### src/rtl/lsu_pkg.sv
// rtl/lsu_pkg.sv - shared load/store unit types, funct3 codes and alignment helpers
package lsu_pkg;

    localparam logic [2:0] LD_LB  = 3'b000;
    localparam logic [2:0] LD_LH  = 3'b001;
    localparam logic [2:0] LD_LW  = 3'b010;
    localparam logic [2:0] LD_LBU = 3'b100;
    localparam logic [2:0] LD_LHU = 3'b101;

    typedef enum logic [1:0] {
        IDLE = 2'd0,
        REQ  = 2'd1,
        DONE = 2'd2,
        ERR  = 2'd3
    } ld_state_e;

    // Only the low address bits matter for alignment, so callers pass addr[1:0].
    function automatic logic misaligned(input logic [1:0] addr_lo, input logic [2:0] funct3);
        logic mis;
        mis = 1'b0;
        case (funct3)
            LD_LH, LD_LHU: mis = addr_lo[0];
            LD_LW:         mis = (addr_lo != 2'b00);
            default:       mis = 1'b0;
        endcase
        return mis;
    endfunction

    function automatic logic illegal_ld_funct3(input logic [2:0] funct3);
        return !(funct3 inside {LD_LB, LD_LH, LD_LW, LD_LBU, LD_LHU});
    endfunction

endpackage

### src/rtl/load_align.sv
// rtl/load_align.sv - selects and sign/zero-extends the addressed byte/halfword of a word
module load_align
    import lsu_pkg::*;
(
    input  logic [31:0] i_word,
    input  logic [1:0]  i_lane,
    input  logic [2:0]  i_funct3,
    output logic [31:0] o_data
);

    logic [7:0]  byte_sel;
    logic [15:0] half_sel;

    always_comb begin
        case (i_lane)
            2'd0:    byte_sel = i_word[7:0];
            2'd1:    byte_sel = i_word[15:8];
            2'd2:    byte_sel = i_word[23:16];
            default: byte_sel = i_word[31:24];
        endcase
        half_sel = i_lane[1] ? i_word[31:16] : i_word[15:0];
    end

    always_comb begin
        case (i_funct3)
            LD_LB:   o_data = {{24{byte_sel[7]}}, byte_sel};
            LD_LH:   o_data = {{16{half_sel[15]}}, half_sel};
            LD_LW:   o_data = i_word;
            LD_LBU:  o_data = {24'd0, byte_sel};
            LD_LHU:  o_data = {16'd0, half_sel};
            default: o_data = 32'd0;
        endcase
    end

endmodule

### src/rtl/load_unit.sv
// rtl/load_unit.sv - multi-cycle load unit with req/ack memory read port and timeout
module load_unit
    import lsu_pkg::*;
#(
    parameter int TIMEOUT_CYCLES = 255
) (
    input  logic        i_clk,
    input  logic        i_rst,
    input  logic        i_ld_valid,
    output logic        o_ld_ready,
    input  logic [31:0] i_ld_addr,
    input  logic [2:0]  i_ld_funct3,
    output logic        o_ld_done,
    output logic [31:0] o_ld_data,
    output logic        o_ld_err,
    output logic        o_mem_req,
    output logic [31:0] o_mem_addr,
    input  logic        i_mem_ack,
    input  logic [31:0] i_mem_rdata
);

    localparam int CW = $clog2(TIMEOUT_CYCLES + 1);
    localparam logic [CW-1:0] CNT_LAST = CW'(TIMEOUT_CYCLES - 1);

    ld_state_e   state_q, state_d;
    logic [31:0] addr_q, addr_d;
    logic [2:0]  funct3_q, funct3_d;
    logic [CW-1:0] cnt_q, cnt_d;
    logic [31:0] data_q, data_d;
    logic [31:0] aligned;

    // Formatting is applied to the raw word on ack and the result registered,
    // so o_ld_data never depends combinationally on i_mem_rdata.
    load_align u_align (
        .i_word   (i_mem_rdata),
        .i_lane   (addr_q[1:0]),
        .i_funct3 (funct3_q),
        .o_data   (aligned)
    );

    always_ff @(posedge i_clk or negedge i_rst) begin
        if (!i_rst) begin
            state_q  <= IDLE;
            addr_q   <= 32'd0;
            funct3_q <= 3'd0;
            cnt_q    <= '0;
            data_q   <= 32'd0;
        end else begin
            state_q  <= state_d;
            addr_q   <= addr_d;
            funct3_q <= funct3_d;
            cnt_q    <= cnt_d;
            data_q   <= data_d;
        end
    end

    always_comb begin
        state_d  = state_q;
        addr_d   = addr_q;
        funct3_d = funct3_q;
        cnt_d    = cnt_q;
        data_d   = data_q;
        case (state_q)
            IDLE: begin
                if (i_ld_valid) begin
                    addr_d   = i_ld_addr;
                    funct3_d = i_ld_funct3;
                    cnt_d    = '0;
                    if (illegal_ld_funct3(i_ld_funct3) || misaligned(i_ld_addr[1:0], i_ld_funct3)) begin
                        state_d = ERR;
                        data_d  = 32'd0;
                    end else begin
                        state_d = REQ;
                    end
                end
            end
            REQ: begin
                // An ack in the limit cycle takes priority over the timeout.
                if (i_mem_ack) begin
                    data_d  = aligned;
                    state_d = DONE;
                end else if (cnt_q == CNT_LAST) begin
                    data_d  = 32'd0;
                    state_d = ERR;
                end else begin
                    cnt_d = cnt_q + 1'b1;
                end
            end
            DONE:    state_d = IDLE;
            ERR:     state_d = IDLE;
            default: state_d = IDLE;
        endcase
    end

    assign o_ld_ready = (state_q == IDLE);
    assign o_mem_req  = (state_q == REQ);
    assign o_ld_done  = (state_q == DONE) || (state_q == ERR);
    assign o_ld_err   = (state_q == ERR);
    assign o_ld_data  = data_q;
    assign o_mem_addr = {addr_q[31:2], 2'b00};

endmodule

### config.mk
export PLATFORM = sky130hd
export DESIGN_NAME = load_unit
export DESIGN_NICKNAME = d
export VERILOG_FILES = /design/src/rtl/lsu_pkg.sv /design/src/rtl/load_align.sv /design/src/rtl/load_unit.sv
export SDC_FILE = /design/constraint.sdc
export NUM_CORES = 1
export LEC_CHECK = 0
export CELL_PAD_IN_SITES_DETAIL_PLACEMENT = 1
export CELL_PAD_IN_SITES_GLOBAL_PLACEMENT = 2
export CORE_UTILIZATION = 25
export CTS_BUF_LIST = sky130_fd_sc_hd__clkbuf_8
export CTS_CLUSTER_SIZE = 14
export DETAILED_ROUTE_END_ITERATION = 8
export GPL_TIMING_DRIVEN = 0
export PLACE_DENSITY = 0.84
export SLEW_MARGIN = 20
export SYNTH_ARGS = -nofsm -noshare
export SYNTH_HDL_FRONTEND = slang
export SYNTH_SLANG_ARGS = --single-unit
### constraint.sdc
create_clock -name i_clk -period 1.9 [get_ports i_clk]
set_input_delay 0.285 -clock i_clk [delete_from_list [all_inputs] [get_ports i_clk]]
set_output_delay 0.285 -clock i_clk [all_outputs]
set_load 0.03 [all_outputs]
==> metrics.md, run 1 <==
| Metric | Value |
|---|---|
| Outcome | finished with violations |
| Failing checks | negative setup slack |
| Root Buffer | clkbuf_8 |
| Post-Layout Cell Count | 787 |
| Yosys warnings | 0 |
| Area grow syn2layout | 49.4% |
| Total CTS buffers | 9 |
| Die Footprint | 16,700 um^2 |
| Chip Width | 129 um |
| Largest net degree at the start of global routing | 45 |
| VDD IR max | 0.686 mV |
| Number of global-route vias before repair | 3,822 |
| Cell mode on critical path | buf_6 |
| Worst Setup End Kind | register |
| Static leakage | 0.00271 uW |
| Rel. slew slack | 64.5% |
| Mapped Cells | about 410 |
| Post-placement cell count | around 760 |
| Number of H-tree levels | 3 |
| Starting density of the core | between 20 and 30% |
| Fin crit period | 1.96 ns |
| Slew @ Worst Pin | 0.533 ns |
| Final Hold Fails | 0 |
| Core Util, Final | 38.1% |
| Crit path kind | reg -> reg |
| Critical path required time | 2.15 ns |
| Total power | just under 10,000 uW |
| Post-synthesis cell area | 4040 um^2 |
| Via count | about 3,700 |
| Post-synth EDFFs | 0 |
| Crit path cell chain | buf_6 > or3b_1 > buf_6 > nor3_4 > a21oi_4 > buf_4 > a221o_1 |
| Layout Skew | 0.0110 ns |
| DRT antenna net count | 0 |
| Clock sinks | 77 |
| Final Max Slew Viols | 0 |
| First-pass GRT wire length | 20,600 um |
| Hpwl dp | 9980 um |
| Synth area leader | dfrtp_1 |
| Xor and xnor fraction of the mapped netlist area | 0% |
| Crit-path slowest cell | dfrtp_1 |
| Reg clk slew, reported paths | 0.08 ns |
| Setup crit start kind | register |
| CTS max path bufs | 2 |
| Post-route setup TNS | -0.881 ns |
| Core area | between 15,000 and 20,000 um^2 |
| PortBufs | 136 |
| Post-place setup slack | -0.523 ns |
| Layout cell share with drive strength beyond 1 | 18.0% |
| Total of max-cap violations | 0 |
| Asr flop ratio synth | 100% |
| Antenna violations before repair | 0 |
| Chip Height | 129 um |
| Adder and majority gate portion of the synthesized area | 0.620% |
| Commonest non-fill, non-tap cell in the layout | clkdlybuf4s50_1 |
| Register area share after synthesis | 47.7% |
| Compound-gate portion of the synthesized area | 14.8% |
| Final nets | between 600 and 700 |
| Synth top area share | between 40 and 50% |
| WL per Instance | 16.8 um |
| Yosys cell types | 48 |
| Final WL | 13,200 um |
| Gr ovfl total | 0 |
| CTS tree | done |
| Clk Latency, worst-skew pair | about 0.37 ns |
| Main combinational cell family by area after synthesis | simple AND/OR/NAND/NOR gates |
| Crit share post-route | 103% |
| Initial DRT Pass Iterations | 4 |
| Worst-path maximum fanout | 8 |
| Simple-Gate Fraction of Synth Area | 17.8% |
| Data arrival, critical path | between 2 and 2.5 ns |
| Setup violators final | 22 |
| Pwr per Cell Area | 1600 nW/um^2 |
| Number of diodes | 0 |
| Ranking of synthesized cells by area | dfrtp_1 (48%), nand2_1 (11%), buf_4 (6.0%), a221o_1 (5.7%), mux4_2 (3.9%) |
| Most frequent cells in the layout | clkdlybuf4s50_1 (131), nand2_1 (116), dfrtp_1 (76) |
| Post-synth top flop | dfrtp_1 |
| Worst path top cell family by delay | simple AND/OR/NAND/NOR gates |
| Yosys reg bits | 77 |
| Avg Cell Area, Syn | ~10 um^2 |
| Post-synthesis mux area share | 9.33% |
| Top Ports | 139 |
| Unrepaired setup endpoints after global routing | yes |
| GR Util All Layers | 16.3% |
| Gp weighted congestion | 0.836 |
| Initial DRC count | 143 |
| Vias per std cell | 4.67 |
| Number of remaining DRC errors | 0 |
| Row count | 46 |
| Setup slack after layout | -0.0617 ns |
| Worst hold path type | in -> async |
| Worst path buffer plus inverter count | 3 |
| CP max stage delay | 0.38 ns |
| Fmax | 510 MHz |
-- registers in the layout, indices dropped and copies added, names as in the netlist --
name       cells
addr_q        32
funct3_q       3
cnt_q          8
state_q        2
o_ld_data     32
-- synthesized netlist by cell type (2+ instances only) --
cell type,number
o2bb2ai_1,8
clkbuf_1,13
nor2b_1,12
a31oi_1,2
buf_1,6
buf_4,32
nor2_1,10
or3b_1,2
ha_1,2
o21ai_0,15
and3_1,2
a221oi_1,7
or3_1,2
inv_1,6
mux2_2,7
a41o_1,2
buf_2,4
buf_6,3
nor3_1,4
nand2b_1,3
mux2i_1,14
nand3_1,3
dfrtp_1,77
o21ai_1,3
mux4_2,7
a21oi_1,4
nand2_1,116
a221o_1,23
-- final cells by class --
| cell class | instances | area [um^2] |
|---|---|---|
| inverters | 7 | 26.3 |
| repair buffers | 147 | 1480 |
| plain buffers | 56 | 379 |
| flip-flops and latches | 77 | 1930 |
| clock inverters | 4 | 23.8 |
| clock buffers | 12 | 165 |
| well taps | 216 | 270 |
| fillers | 1770 | 9800 |
| multi-input cells | 268 | 1760 |
-- layer usage --
metal	vias to the layer above	wire length, um	GRT usage, %
met5	-	0	0
met4	0	289	4.91
met3	21	1300	6.19
met2	163	5990	26.6
met1	1775	5620	19.9
li1	1716	-	-
-- logic make-up after synthesis --
logic type	after synthesis
DFF	77
AOI/OAI and AO/OA	74
muxes	28
buffers and inverters	65
adders and majority gates	2
and+or+nand+nor	162
other	1
-- path summary, 6_finish.rpt --
path                                         from                         to  slack, ns  depth (start not counted)
min                                         i_rst  o_ld_data[25]$_DFFE_PN0P_       0.42                          2
max                        state_q[1]$_DFFE_PN0P_  o_ld_data[18]$_DFFE_PN0P_      -0.06                          7
min in group i_clk                   i_ld_addr[9]      addr_q[9]$_DFFE_PN0P_       0.44                          3
min reg2reg                 addr_q[6]$_DFFE_PN0P_      addr_q[6]$_DFFE_PN0P_       0.48                          2
max reg2reg                state_q[1]$_DFFE_PN0P_  o_ld_data[18]$_DFFE_PN0P_      -0.06                          7
max in group asynchronous                   i_rst     state_q[0]$_DFFE_PN0P_       0.88                          3
-- through the flow --
stage | cell area, um^2 | hold WS (ns)
after floorplan | 4040 | -0.0106
after global placement | 5670 | 0.461
after detailed placement | 5700 | 0.280
after CTS | 5920 | 0.413
after global routing | 6030 | 0.431
final | 6030 | 0.425
-- power breakdown --
part	internal (uW)	switching [uW]
registers	2290	419
logic	2640	3080
clock network	575	622
-- repair_timing --
action | in CTS | in global routing
cloned | 0 | 2
buffers inserted | 0 | 7
pin swaps | 1 | 25
endpoints found under the setup margin | 61 | 61
gates resized for setup | 17 | 22
endpoints found under the hold margin | 33 | 0
hold buffers | 1 | 0
(Power assumes the default switching activity.)
==> run 2, diff against run 1 <==
Settings changed: GPL_TIMING_DRIVEN 0 to unset.
==> metrics.md, run 2 (synthesis gave the netlist of run 1 again) <==
| Metric | Value |
|---|---|
| Crit share post-route | a little over nine tenths |
| Vias per std cell | 4.75 |
| Rel. slew slack | between 50% and 60% |
| Crit-path slowest cell | or4b_4 |
| Total CTS buffers | 9 |
| Antenna violations before repair | 0 |
| Slew @ Worst Pin | 0.629 ns |
| PortBufs | 136 |
| Total of max-cap violations | 0 |
| Final Max Slew Viols | 0 |
| Row count | 46 |
| Core Util, Final | 37.1% |
| Gr ovfl total | 0 |
| VDD IR max | 0.787 mV |
| Data arrival, critical path | about 2.1 ns |
| Post-placement cell count | 740 |
| Layout Skew | between 0.009 and 0.01 ns |
| First-pass GRT wire length | approximately 21,000 um |
| Core area | 15,800 um^2 |
| CP max stage delay | 0.55 ns |
| Hpwl dp | around 10000 um |
| WL per Instance | roughly 17 um |
| Initial DRT Pass Iterations | 4 |
| Fmax | 547 MHz |
| Clock sinks | 77 |
| Pwr per Cell Area | approximately 1600 nW/um^2 |
| Worst Setup End Kind | register |
| Final Hold Fails | 0 |
| Starting density of the core | 25.5% |
| Number of diodes | 0 |
| Reg-to-Reg End | o_ld_data[8]$_DFFE_PN0P_ |
| Chip Width | 129 um |
| Worst-path maximum fanout | 8 |
| Final nets | 610 |
| Clk Latency, worst-skew pair | 0.38 ns |
| Worst path top cell family by delay | compound AO/OA/AOI/OAI gates |
| Total power | 9250 uW |
| Number of remaining DRC errors | 0 |
| Post-Layout Cell Count | about 760 |
| Gp weighted congestion | 0.884 |
| Via count | ~3,600 |
| CTS max path bufs | 2 |
| Top Ports | about 140 |
| Final WL | 13,200 um |
| Crit path cell chain | buf_4 > or4b_4 > o22ai_4 > a221oi_1 > o2bb2ai_1 |
| Worst path buffer plus inverter count | 1 |
| Chip Height | 129 um |
| GR Util All Layers | ~17% |
| Area grow syn2layout | 45.4% |
| Setup slack after layout | 0.0720 ns |
| Commonest non-fill, non-tap cell in the layout | clkdlybuf4s50_1 |
| Reg2reg path depth | 5 |
| Post-route setup TNS | 0 ns |
| Setup crit start kind | register |
| Die Footprint | ~17,000 um^2 |
| Worst hold path type | in -> async |
| Critical path required time | 2.20 ns |
| Outcome | complete, no violations |
| Root Buffer | clkbuf_8 |
| CTS tree | done |
| DRT antenna net count | 0 |
| Layout cell share with drive strength beyond 1 | 14.2% |
| Crit path kind | reg -> reg |
| Reg clk slew, reported paths | 0.09 ns |
| Initial DRC count | 176 |
| Reg2Reg Setup Slack | between 0.07 and 0.08 ns |
| Reg-to-Reg Start | funct3_q[0]$_DFFE_PN0P_ |
| Fin crit period | 1.83 ns |
| Number of global-route vias before repair | 3,764 |
| Setup violators final | 0 |
| Unrepaired setup endpoints after global routing | yes |
| Largest net degree at the start of global routing | 42 |
| Static leakage | 0.00258 uW |
| Most frequent cells in the layout | clkdlybuf4s50_1 (131), nand2_1 (116), dfrtp_1 (76) |
| Number of H-tree levels | 3 |
| Post-place setup slack | -0.219 ns |
run 2: changes by cell type in the layout (fill, tap and decap cells not counted), moves of 2 or more:
| cell | previous run | this run |
|---|---|---|
| clkbuf_2 | 6 | 0 |
| buf_12 | 1 | 4 |
| buf_6 | 6 | 0 |
| buf_2 | 10 | 0 |
| clkbuf_1 | 4 | 0 |
| inv_1 | 8 | 6 |
| buf_4 | 39 | 35 |
run 2: worst max-delay path by stage:
stage	startpoint	to	slack [ns]	depth (start not counted)
after CTS	funct3_q[0]$_DFFE_PN0P_	o_ld_data[14]$_DFFE_PN0P_	0.02	5
after global placement	i_ld_valid	o_ld_data[27]$_DFFE_PN0P_	-0.19	6
final	funct3_q[0]$_DFFE_PN0P_	o_ld_data[8]$_DFFE_PN0P_	0.07	5
after floorplan	state_q[1]$_DFFE_PN0P_	o_ld_data[22]$_DFFE_PN0P_	0.02	7
after global routing	funct3_q[0]$_DFFE_PN0P_	o_ld_data[14]$_DFFE_PN0P_	-0.02	5
after detailed placement	i_ld_valid	o_ld_data[24]$_DFFE_PN0P_	-0.22	6
run 2: per-stage QoR:
step / cell area, um^2 / hold slack (ns)
6_report: 5870 / 0.424
5_1_grt: 5870 / 0.428
4_1_cts: 5850 / 0.407
3_5_place_dp: 5620 / 0.276
3_3_place_gp: 5620 / 0.275
2_1_floorplan: 4040 / -0.0106
run 2: worst register-to-register path, stage by stage (launching register included):
cell and delay (ns):
dfrtp_2 0.46, buf_4 0.16, or4b_4 0.55, o22ai_4 0.31, a221oi_1 0.10, o2bb2ai_1 0.17
run 2: cell type report:
class / instances / area, um^2
Clock inverter: 5 / 58.8
Timing Repair Buffer: 174 / 1690
Inverter: 7 / 26.3
Multi-Input combinational cell: 268 / 1740
Sequential cell: 77 / 1930
Fill cell: 1791 / 9960
Tap cell: 216 / 270
Clock buffer: 11 / 151
run 2: what timing repair did:
| item | CTS | global route |
|---|---|---|
| hold buffers | 1 | 0 |
| pin swaps | 0 | 3 |
| gates resized for setup | 5 | 2 |
| endpoints found under the hold margin | 30 | 0 |
| setup endpoints to repair | 25 | 8 |
| setup buffers | 0 | 1 |
run 2: routing by layer:
metal  vias to the layer above  global-route usage, %  wire length (um)
met5                         -                      0                 0
met4                         0                   5.67               243
met3                        15                   6.44              1260
met2                       148                   27.1              6120
met1                      1780                   20.1              5570
li1                       1656                      -                 -
run 2: report_power, final:
| group | switching, uW | total [uW] | leakage (uW) | internal [uW] |
|---|---|---|---|---|
| combinational | 2890 | 5150 | 0.00149 | 2260 |
| sequential | 465 | 2750 | 0.000996 | 2290 |
| clock | 669 | 1350 | 0.000102 | 678 |
